$ cat src/rtl/control_sequencer.sv
// -----------------------------------------------------------------------------
// control_sequencer
//
// Hardwired control unit for the DataPath. It runs the fetch sequence
// (T0..T2), latches the opcode from IR[31:27] at the T2->T3 edge, and then
// steps the execute T-states for that opcode group. It takes one state per
// Clock cycle. Every strobe comes straight from a flop, so the DataPath sees
// glitch-free controls. The flops load the decode of the *next* state, which
// means a strobe is high for exactly the cycle its T-state is current.
//
// Ports
//   Clock, clear          rising-edge clock, async active-low reset
//   IR[31:0]              instruction register (only [31:27] is used)
//   CON_FF                branch condition from DataPath, used by br T6
//   stop                  level; parks in T0 (no strobes) before a new fetch
//   *out / *in / misc     one-hot DataPath control strobes
//   operation[OPW-1:0]    ALU op for the ALU step, ALU_ADD for address adds
//   run                   high while executing, low in RESET and HALT
//   illegal_op            one-cycle pulse in T3 for an undefined opcode
//   dbg_state_o           current sequencer state, for observation only
// -----------------------------------------------------------------------------
module control_sequencer #(
  parameter int unsigned    OPW      = 5,
  parameter logic [OPW-1:0] ALU_ADD  = 5'b00011,
  parameter int unsigned    MEM_WAIT = 0
) (
  input  logic           Clock,
  input  logic           clear,
  input  logic [31:0]    IR,
  input  logic           CON_FF,
  input  logic           stop,
  output logic           PCout,
  output logic           Zlowout,
  output logic           Zhighout,
  output logic           HIout,
  output logic           LOout,
  output logic           MDRout,
  output logic           In_Portout,
  output logic           Cout,
  output logic           BAout,
  output logic           MARin,
  output logic           PCin,
  output logic           MDRin,
  output logic           IRin,
  output logic           Yin,
  output logic           Zin_low,
  output logic           Zin_high,
  output logic           HIin,
  output logic           LOin,
  output logic           r_in,
  output logic           Gra,
  output logic           Grb,
  output logic           Grc,
  output logic           Rout,
  output logic           IncPC,
  output logic           Read,
  output logic           Write,
  output logic           ConIn,
  output logic           outPortenable,
  output logic [OPW-1:0] operation,
  output logic           run,
  output logic           illegal_op,
  output logic [3:0]     dbg_state_o
);

  // Opcode map (IR[31:27])
  localparam logic [OPW-1:0] OP_LD      = 5'b00000;
  localparam logic [OPW-1:0] OP_LDI     = 5'b00001;
  localparam logic [OPW-1:0] OP_ST      = 5'b00010;
  localparam logic [OPW-1:0] OP_R_FIRST = 5'b00011;
  localparam logic [OPW-1:0] OP_R_LAST  = 5'b01011;
  localparam logic [OPW-1:0] OP_I_FIRST = 5'b01100;
  localparam logic [OPW-1:0] OP_I_LAST  = 5'b01110;
  localparam logic [OPW-1:0] OP_MUL     = 5'b01111;
  localparam logic [OPW-1:0] OP_DIV     = 5'b10000;
  localparam logic [OPW-1:0] OP_NEG     = 5'b10001;
  localparam logic [OPW-1:0] OP_NOT     = 5'b10010;
  localparam logic [OPW-1:0] OP_BR      = 5'b10011;
  localparam logic [OPW-1:0] OP_JR      = 5'b10100;
  localparam logic [OPW-1:0] OP_IN      = 5'b10110;
  localparam logic [OPW-1:0] OP_OUT     = 5'b10111;
  localparam logic [OPW-1:0] OP_MFHI    = 5'b11000;
  localparam logic [OPW-1:0] OP_MFLO    = 5'b11001;
  localparam logic [OPW-1:0] OP_NOP     = 5'b11010;
  localparam logic [OPW-1:0] OP_HALT    = 5'b11011;

  localparam logic [2:0] WAIT_MAX = 3'(MEM_WAIT);

  // T0..T7 must stay consecutive: the execute steps advance by +1.
  typedef enum logic [3:0] {
    S_RESET = 4'd0,
    S_PARK  = 4'd1,   // T0 held with no strobes while stop is high
    S_HALT  = 4'd2,
    S_T0    = 4'd3,
    S_T1    = 4'd4,
    S_T2    = 4'd5,
    S_T3    = 4'd6,
    S_T4    = 4'd7,
    S_T5    = 4'd8,
    S_T6    = 4'd9,
    S_T7    = 4'd10
  } state_t;

  typedef struct packed {
    logic           pc_out;
    logic           zlow_out;
    logic           zhigh_out;
    logic           hi_out;
    logic           lo_out;
    logic           mdr_out;
    logic           in_port_out;
    logic           c_out;
    logic           ba_out;
    logic           mar_in;
    logic           pc_in;
    logic           mdr_in;
    logic           ir_in;
    logic           y_in;
    logic           z_in;       // drives both Zin_low and Zin_high
    logic           hi_in;
    logic           lo_in;
    logic           r_in;
    logic           gra;
    logic           grb;
    logic           grc;
    logic           rout;
    logic           inc_pc;
    logic           read;
    logic           write;
    logic           con_in;
    logic           out_port_en;
    logic           illegal_op;
    logic [OPW-1:0] operation;
  } strobes_t;

  state_t         state_q, state_d;
  logic [2:0]     wait_q, wait_d;
  logic [OPW-1:0] op_q, op_d;
  strobes_t       str_q, str_d;
  logic           run_q;
  logic           done;
  logic           mem_state;

  // Only the opcode field of IR is meaningful to the sequencer.
  logic unused_ir;
  assign unused_ir = ^IR[31-OPW:0];

  // Final execute state of each opcode group; the step after it is T0.
  function automatic state_t last_step(input logic [OPW-1:0] op);
    case (op) inside
      OP_LD, OP_ST:                              last_step = S_T7;
      OP_LDI, [OP_R_FIRST:OP_R_LAST],
      [OP_I_FIRST:OP_I_LAST]:                    last_step = S_T5;
      OP_MUL, OP_DIV, OP_BR:                     last_step = S_T6;
      OP_NEG, OP_NOT:                            last_step = S_T4;
      default:                                   last_step = S_T3;
    endcase
  endfunction

  // T1 and the ld data read hold Read/MDRin for 1+MEM_WAIT cycles.
  assign mem_state = (state_q == S_T1) || ((state_q == S_T6) && (op_q == OP_LD));

  // Next state
  always_comb begin
    state_d = state_q;
    wait_d  = '0;
    op_d    = op_q;
    done    = 1'b0;
    unique case (state_q)
      S_RESET, S_PARK: done = 1'b1;
      S_HALT:          state_d = S_HALT;
      S_T2: begin
        state_d = S_T3;
        op_d    = IR[31 -: OPW];
      end
      default: begin
        if (mem_state && (wait_q != WAIT_MAX)) begin
          wait_d = wait_q + 3'd1;
        end else if ((state_q == S_T3) && (op_q == OP_HALT)) begin
          state_d = S_HALT;
        end else if (state_q == last_step(op_q)) begin
          done = 1'b1;
        end else begin
          state_d = state_t'(state_q + 4'd1);
        end
      end
    endcase
    // stop is looked at only on the way into T0, so it never cuts an
    // instruction short.
    if (done) begin
      state_d = stop ? S_PARK : S_T0;
    end
  end

  // Strobe decode of the state being entered; op_d already carries the new
  // opcode when entering T3.
  always_comb begin
    str_d = '0;
    unique case (state_d)
      S_T0: begin
        str_d.pc_out = 1'b1; str_d.mar_in = 1'b1; str_d.inc_pc = 1'b1; str_d.z_in = 1'b1;
      end
      S_T1: begin
        str_d.zlow_out = 1'b1; str_d.pc_in = 1'b1; str_d.read = 1'b1; str_d.mdr_in = 1'b1;
      end
      S_T2: begin
        str_d.mdr_out = 1'b1; str_d.ir_in = 1'b1;
      end
      S_T3: begin
        case (op_d) inside
          [OP_R_FIRST:OP_R_LAST], [OP_I_FIRST:OP_I_LAST]: begin
            str_d.grb = 1'b1; str_d.rout = 1'b1; str_d.y_in = 1'b1;
          end
          OP_LD, OP_LDI, OP_ST: begin
            str_d.grb = 1'b1; str_d.ba_out = 1'b1; str_d.y_in = 1'b1;
          end
          OP_MUL, OP_DIV: begin
            str_d.gra = 1'b1; str_d.rout = 1'b1; str_d.y_in = 1'b1;
          end
          OP_NEG, OP_NOT: begin
            str_d.grb = 1'b1; str_d.rout = 1'b1; str_d.z_in = 1'b1; str_d.operation = op_d;
          end
          OP_BR: begin
            str_d.gra = 1'b1; str_d.rout = 1'b1; str_d.con_in = 1'b1;
          end
          OP_JR: begin
            str_d.gra = 1'b1; str_d.rout = 1'b1; str_d.pc_in = 1'b1;
          end
          OP_IN: begin
            str_d.gra = 1'b1; str_d.r_in = 1'b1; str_d.in_port_out = 1'b1;
          end
          OP_OUT: begin
            str_d.gra = 1'b1; str_d.rout = 1'b1; str_d.out_port_en = 1'b1;
          end
          OP_MFHI: begin
            str_d.gra = 1'b1; str_d.r_in = 1'b1; str_d.hi_out = 1'b1;
          end
          OP_MFLO: begin
            str_d.gra = 1'b1; str_d.r_in = 1'b1; str_d.lo_out = 1'b1;
          end
          OP_NOP, OP_HALT: ;
          default: str_d.illegal_op = 1'b1;
        endcase
      end
      S_T4: begin
        case (op_d) inside
          [OP_R_FIRST:OP_R_LAST]: begin
            str_d.grc = 1'b1; str_d.rout = 1'b1; str_d.z_in = 1'b1; str_d.operation = op_d;
          end
          [OP_I_FIRST:OP_I_LAST]: begin
            str_d.c_out = 1'b1; str_d.z_in = 1'b1; str_d.operation = op_d;
          end
          OP_LD, OP_LDI, OP_ST: begin
            str_d.c_out = 1'b1; str_d.z_in = 1'b1; str_d.operation = ALU_ADD;
          end
          OP_MUL, OP_DIV: begin
            str_d.grb = 1'b1; str_d.rout = 1'b1; str_d.z_in = 1'b1; str_d.operation = op_d;
          end
          OP_NEG, OP_NOT: begin
            str_d.zlow_out = 1'b1; str_d.gra = 1'b1; str_d.r_in = 1'b1;
          end
          OP_BR: begin
            str_d.pc_out = 1'b1; str_d.y_in = 1'b1;
          end
          default: ;
        endcase
      end
      S_T5: begin
        case (op_d) inside
          OP_LDI, [OP_R_FIRST:OP_R_LAST], [OP_I_FIRST:OP_I_LAST]: begin
            str_d.zlow_out = 1'b1; str_d.gra = 1'b1; str_d.r_in = 1'b1;
          end
          OP_LD, OP_ST: begin
            str_d.zlow_out = 1'b1; str_d.mar_in = 1'b1;
          end
          OP_MUL, OP_DIV: begin
            str_d.zlow_out = 1'b1; str_d.lo_in = 1'b1;
          end
          OP_BR: begin
            str_d.c_out = 1'b1; str_d.z_in = 1'b1; str_d.operation = ALU_ADD;
          end
          default: ;
        endcase
      end
      S_T6: begin
        case (op_d) inside
          OP_LD: begin
            str_d.read = 1'b1; str_d.mdr_in = 1'b1;
          end
          OP_ST: begin
            str_d.gra = 1'b1; str_d.rout = 1'b1; str_d.mdr_in = 1'b1;
          end
          OP_MUL, OP_DIV: begin
            str_d.zhigh_out = 1'b1; str_d.hi_in = 1'b1;
          end
          // Untaken branch still spends T6, just without loading PC.
          OP_BR: begin
            str_d.zlow_out = CON_FF; str_d.pc_in = CON_FF;
          end
          default: ;
        endcase
      end
      S_T7: begin
        case (op_d) inside
          OP_LD: begin
            str_d.mdr_out = 1'b1; str_d.gra = 1'b1; str_d.r_in = 1'b1;
          end
          OP_ST: str_d.write = 1'b1;
          default: ;
        endcase
      end
      default: ;
    endcase
  end

  always_ff @(posedge Clock or negedge clear) begin
    if (!clear) begin
      state_q <= S_RESET;
      wait_q  <= '0;
      op_q    <= '0;
      str_q   <= '0;
      run_q   <= 1'b0;
    end else begin
      state_q <= state_d;
      wait_q  <= wait_d;
      op_q    <= op_d;
      str_q   <= str_d;
      run_q   <= (state_d != S_RESET) && (state_d != S_HALT);
    end
  end

  assign PCout         = str_q.pc_out;
  assign Zlowout       = str_q.zlow_out;
  assign Zhighout      = str_q.zhigh_out;
  assign HIout         = str_q.hi_out;
  assign LOout         = str_q.lo_out;
  assign MDRout        = str_q.mdr_out;
  assign In_Portout    = str_q.in_port_out;
  assign Cout          = str_q.c_out;
  assign BAout         = str_q.ba_out;
  assign MARin         = str_q.mar_in;
  assign PCin          = str_q.pc_in;
  assign MDRin         = str_q.mdr_in;
  assign IRin          = str_q.ir_in;
  assign Yin           = str_q.y_in;
  assign Zin_low       = str_q.z_in;
  assign Zin_high      = str_q.z_in;
  assign HIin          = str_q.hi_in;
  assign LOin          = str_q.lo_in;
  assign r_in          = str_q.r_in;
  assign Gra           = str_q.gra;
  assign Grb           = str_q.grb;
  assign Grc           = str_q.grc;
  assign Rout          = str_q.rout;
  assign IncPC         = str_q.inc_pc;
  assign Read          = str_q.read;
  assign Write         = str_q.write;
  assign ConIn         = str_q.con_in;
  assign outPortenable = str_q.out_port_en;
  assign illegal_op    = str_q.illegal_op;
  assign operation     = str_q.operation;
  assign run           = run_q;
  assign dbg_state_o   = state_q;

endmodule

$ cat config.mk
export PLATFORM = sky130hd
export DESIGN_NAME = control_sequencer
export DESIGN_NICKNAME = d
export VERILOG_FILES = /design/src/rtl/control_sequencer.sv
export SDC_FILE = /design/constraint.sdc
export NUM_CORES = 1
export LEC_CHECK = 0
export BUFFER_PORTS_ARGS = -buffer_cell sky130_fd_sc_hd__buf_2
export CAP_MARGIN = 10
export CORE_ASPECT_RATIO = 0.7
export CORE_MARGIN = 2
export CORE_UTILIZATION = 46
export CTS_CLUSTER_DIAMETER = 200
export DETAILED_ROUTE_END_ITERATION = 10
export PLACE_DENSITY = 0.8
export SLEW_MARGIN = 10
export SYNTH_ARGS = -nofsm -noshare
export SYNTH_HDL_FRONTEND = slang
export SYNTH_SLANG_ARGS = --single-unit
export TNS_END_PERCENT = 10
$ cat constraint.sdc
create_clock -name Clock -period 2.8 [get_ports Clock]
set_input_delay 0.14 -clock Clock [delete_from_list [all_inputs] [get_ports Clock]]
set_output_delay 0.14 -clock Clock [all_outputs]
set_load 0.01 [all_outputs]
=== Word-level counts from Yosys, hierarchy flattened ===
Cells that the tools add are included.

* Add/subtract/negate cells: 2
* Multipliers: 0
* Div/mod/pow operators: 0
* $lt $le $gt $ge: 8
* Equal/unequal tests: 38
* Shift operators: 0
* Multiplexer cells: 186
* Bitwise gates (word level): 0
* Reduce and logical (&&, ||, !) cells: 28

{| class="wikitable"
|+ Operators by type and width
! operator !! number
|-
| 1-bit 2-to-1 mux || 134
|-
| 5-bit == test (second input constant) || 16
|-
| 5-bit 2-to-1 mux || 9
|-
| 4-bit 2-to-1 mux || 10
|-
| 4-bit by 3-bit == test with 1-bit output (second input constant) || 7
|-
| 2-bit 2-to-1 mux || 13
|-
| 5-bit by 4-bit less-or-equal comparator with 1-bit output (second input constant) || 4
|-
| 1-bit case mux with 2 select lines || 9
|-
| 2-bit OR reduction || 9
|-
| 4-bit == test (second input constant) || 4
|-
| 5-bit case mux with 3 select lines || 1
|-
| 1-bit case mux with 4 select lines || 3
|-
| 4-bit case mux with 3 select lines || 1
|-
| 3-bit OR reduction || 4
|-
| 5-bit by 1-bit == test with 1-bit output (second input constant) || 2
|-
| 5-bit by 2-bit == test with 1-bit output (second input constant) || 2
|-
| 5-bit by 4-bit == test with 1-bit output (second input constant) || 2
|-
| 5-bit by 2-bit >= comparator with 1-bit output (second input constant) || 2
|-
| 5-bit by 4-bit >= comparator with 1-bit output (second input constant) || 2
|-
| 5-bit logical NOT || 2
|-
| 3-bit 2-to-1 mux || 3
|-
| 4-bit by 2-bit == test with 1-bit output (second input constant) || 2
|-
| 1-bit logical AND || 8
|-
| 1-bit case mux with 3 select lines || 2
|-
| other kinds (11) || 11
|}

* Register bits: 45
* Latch bits: 0
* RAM bits: 0
* Memory bits (read-only): 0
* Output and inout port bits: 39
* Word-level logic and storage cells: 294
* Memories: 0

=== Longest topological paths before layout ===
* Word-level depth: 17
* Depth in mapped cells: 12
* Mapped depth without buffers: 11

=== Least setup slack after synthesis ===
No wires, ideal clock.

* Path kind: register -> register
* Start point: reg op_q[2]
* End point: reg str_q (netlist bit Zlowout)
* Setup time: 0.087 ns
* Data arrival time: 2.806 ns
* Required time: 2.713 ns
* Path slack: -0.093 ns
* Cell stages (with the launch flop): 10
* Buffers on the path: 1
* Clock period less this slack: 2.893 ns
* Cells stage by stage: dfrtp_1 buf_6 or3_4 o21bai_1 a32o_2 or3_4 a221o_2 or4_1 a21o_1 o211ai_1

{| class="wikitable"
|+ RTL lines
! element !! RTL line !! source
|-
| start, declared || 138 || <nowiki>logic [OPW-1:0] op_q, op_d;</nowiki>
|-
| start signal, assigned || 326 || <nowiki>op_q <= op_d;</nowiki>
|-
| end signal, assigned || 327 || <nowiki>str_q <= str_d;</nowiki>
|-
| end, declared || 139 || <nowiki>strobes_t str_q, str_d;</nowiki>
|}

==> reports/metrics.cfg <==
[outcome]
outcome = complete, but fails checks
violations = setup timing

[floorplan]
die-area_um2 = 5830
initial_core_util_pct = 49.0
core-area_um2 = 4910
num_io_pins = 75
fp.dieW_um = 90.4
dieHeight_um = 64.5
placement_rows = 21

[cells_and_area]
seqCellArea_um2 = 1130
multi_input_area_um2 = 1240
fillers = 449
final_nets = 379
utilization_pct = 63.5
antenna_cells = 0
layout-drive-gt1-share_pct = 34.2
area.growth.synth_to_final_pct = 29.6

[clocking]
ctsHoldBuffers = 0
cts_made_buffers = 5
cts_sinks = 45
insertion_delay_ns = 0.29
clk_pin_slew_ns = 0.08
root_buffer = clkbuf_8
cts_htree_levels = 2
cts_tree = yes
cts_max_path_buffers = 2

[timing]
rsz0062_at_grt = yes
final_hold_viol_count = 0
fin_skew_ns = 0.00582
period_share_pct = 104
tightest_slew_ns = 0.962
min_period_ns = 2.91
timing.slew.headroom_pct = 35.9
finalSetupViolations = 7
whs_ns = 0.00337
finalWorstSetupSlack_ns = -0.113
max_freq_ghz = 0.343
drv_slew = 0

[worst_hold_path]
hp-class = in -> async

[routing]
wl_per_cell_um = 15.4
antenna_left = 0
drtIter0Drc = 233
drt_first_pass_iters = 6
drc = 0
wl_mm = 6.25
via_per_inst = 5.68
dr_total_vias = 2302

[logic_synthesis]
ys_types = 55
synth.yosys.seq_area_share_pct = 46.8
synth_edf_count = 0
synthCells = 260
synth_ff_type = dfrtp_1
yosysWarnings = 0
syn_area_per_cell_um2 = 9.25
synth_area_um2 = 2410
syn_nets = 302
synth-seq-cells = 45
async_reset_ff_share_pct = 100

[grt]
grt_use_total_pct = 21.5
grt_pass1_wl_mm = 9.98
antenna_found_initial = 1
grt_pass1_vias = 2047
gr-total-overflow = 0
grt_max_degree = 46

[place]
gp_congestion = 0.928
port-buffer-count = 47
hpwl_mm = 4.66

[power]
finalPower_mw = 3.95
p_leak_nw = 1.55
power_density_nw_per_um2 = 1270
vdd.ir_drop.worst_mv = 0.552

[setup_path]
cp_slowest_cell = or3_4
worst-path-buf-inv = 0
start_kind = flop
cpMostUsedCell = or3_4
path_class = reg -> reg
cp_max_fo = 5
cp_cell_sequence = or3_4, o21bai_4, a32o_2, or3_4, a221o_2, or4_1, a21o_1, o21ai_1
end_kind = flop
reg2reg_slack_ns = -0.11
cpPeakStageDelay_ns = 0.43
cp.required_ns = 3.00
cp_top_family = simple AND/OR/NAND/NOR gates
cp.arrival_ns = 3.12

[run]
cap_violations = 0

[power breakdown]
group / switching (mW) / internal, mW / total (mW)
Combinational: 1.57 / 1.11 / 2.68
Clock: 0.195 / 0.164 / 0.359
Sequential: 0.0846 / 0.824 / 0.909
Total: 1.85 / 2.10 / 3.95
[kinds of logic after synthesis]
kind of cell | count (synthesis) | share of synthesized area [%]
AOI/OAI and AO/OA | 54 | 15.2
DFF | 45 | 46.8
muxes | 8 | 3.33
buffers and inverters | 33 | 5.98
adders and majority gates | 6 | 3.12
and+or+nand+nor | 111 | 24.4
xor gates and xnor gates | 3 | 1.09
[metal layers]
metal	vias up	wire [um]	track usage, %
met1	1104	2870	31.1
li1	1086	-	-
met5	-	0	0
met4	0	32	4.23
met3	6	573	5.35
met2	106	2780	33.1
[layout make-up]
class	count	area share, %
sequential	45	36.1
clock inverter	1	0.161
multi-input combinational	182	39.8
clock buffer	5	2.21
inverter	17	2.05
timing repair buffer	86	16.9
tap	69	2.77
[worst paths after layout]
kind / end / depth (start not counted) / from
max reg2reg: PCin$_DFF_PN0_ / 8 / op_q[2]$_DFF_PN0_
min: wait_q[2]$_DFF_PN0_ / 1 / clear
min reg2reg: wait_q[0]$_DFF_PN0_ / 1 / wait_q[0]$_DFF_PN0_
min in group Clock: op_q[4]$_DFF_PN0_ / 3 / IR[31]
max in group asynchronous: PCin$_DFF_PN0_ / 1 / clear
max: PCin$_DFF_PN0_ / 8 / op_q[2]$_DFF_PN0_
[sequential cells by signal (all words and copies together) (netlist names), 3 cells and up]
name	count
op_q	5
operation	5
dbg_state_o	4
wait_q	3
[synthesized netlist by cell type (2+ instances only)]
library cell,number,share of area (%)
or3_4,2,0.94
xnor2_1,3,1.1
and2_1,6,1.6
mux2i_1,8,3.3
a211oi_1,3,0.94
nor3_1,14,2.9
nor2_1,29,4.5
dfrtp_1,45,47
o21ai_1,2,0.42
o31ai_1,3,0.94
nand3_1,10,2.1
o21ai_0,7,1.5
and3_1,3,0.78
nor4_1,4,1.0
o211ai_1,3,0.94
clkbuf_1,9,1.4
a31oi_1,2,0.52
buf_4,2,0.62
and3b_1,2,0.73
nand4_1,5,1.3
ha_1,6,3.1
o22ai_1,4,1.0
o21bai_1,2,0.62
nor2b_1,6,1.6
a21oi_1,13,2.7
nand2_1,15,2.3
o41ai_1,3,1.1
inv_1,14,2.2
clkinv_1,3,0.47
or4_1,3,0.94
or3_1,2,0.52
buf_2,4,0.83
[repair_timing]
item | 4_1_cts | 5_1_grt
pin swaps | 2 | 0
setup buffers | 0 | 0
setup endpoints to repair | 13 | 31
resized for setup | 3 | 15
[per-stage QoR]
| stage | instance area, um^2 | setup TNS, ns | std cells | setup slack (ns) |
|---|---|---|---|---|
| after floorplan | 2430 | 0 | 260 | 0.00889 |
| after global placement | 2960 | -0.0554 | 399 | -0.0282 |
| after detailed placement | 2960 | -0.290 | 399 | -0.0641 |
| after CTS | 3050 | -0.184 | 405 | -0.0591 |
| after global routing | 3120 | -2.21 | 405 | -0.206 |
| final | 3120 | -0.390 | 405 | -0.113 |
[layout by cell type, fill, tap and decap left out, types with 7 or more instances in the layout]
master   Yosys  routed
nand2_1     15      15
nor3_1      14      11
dfrtp_1     45      45
nor2_1      29      25
nand3_1     10       9
buf_2        4      47
o21ai_0      7       7
a21oi_1     13      13
buf_4        2      39
inv_1       14      14
Note: power is estimated with default switching activity, not from simulation.
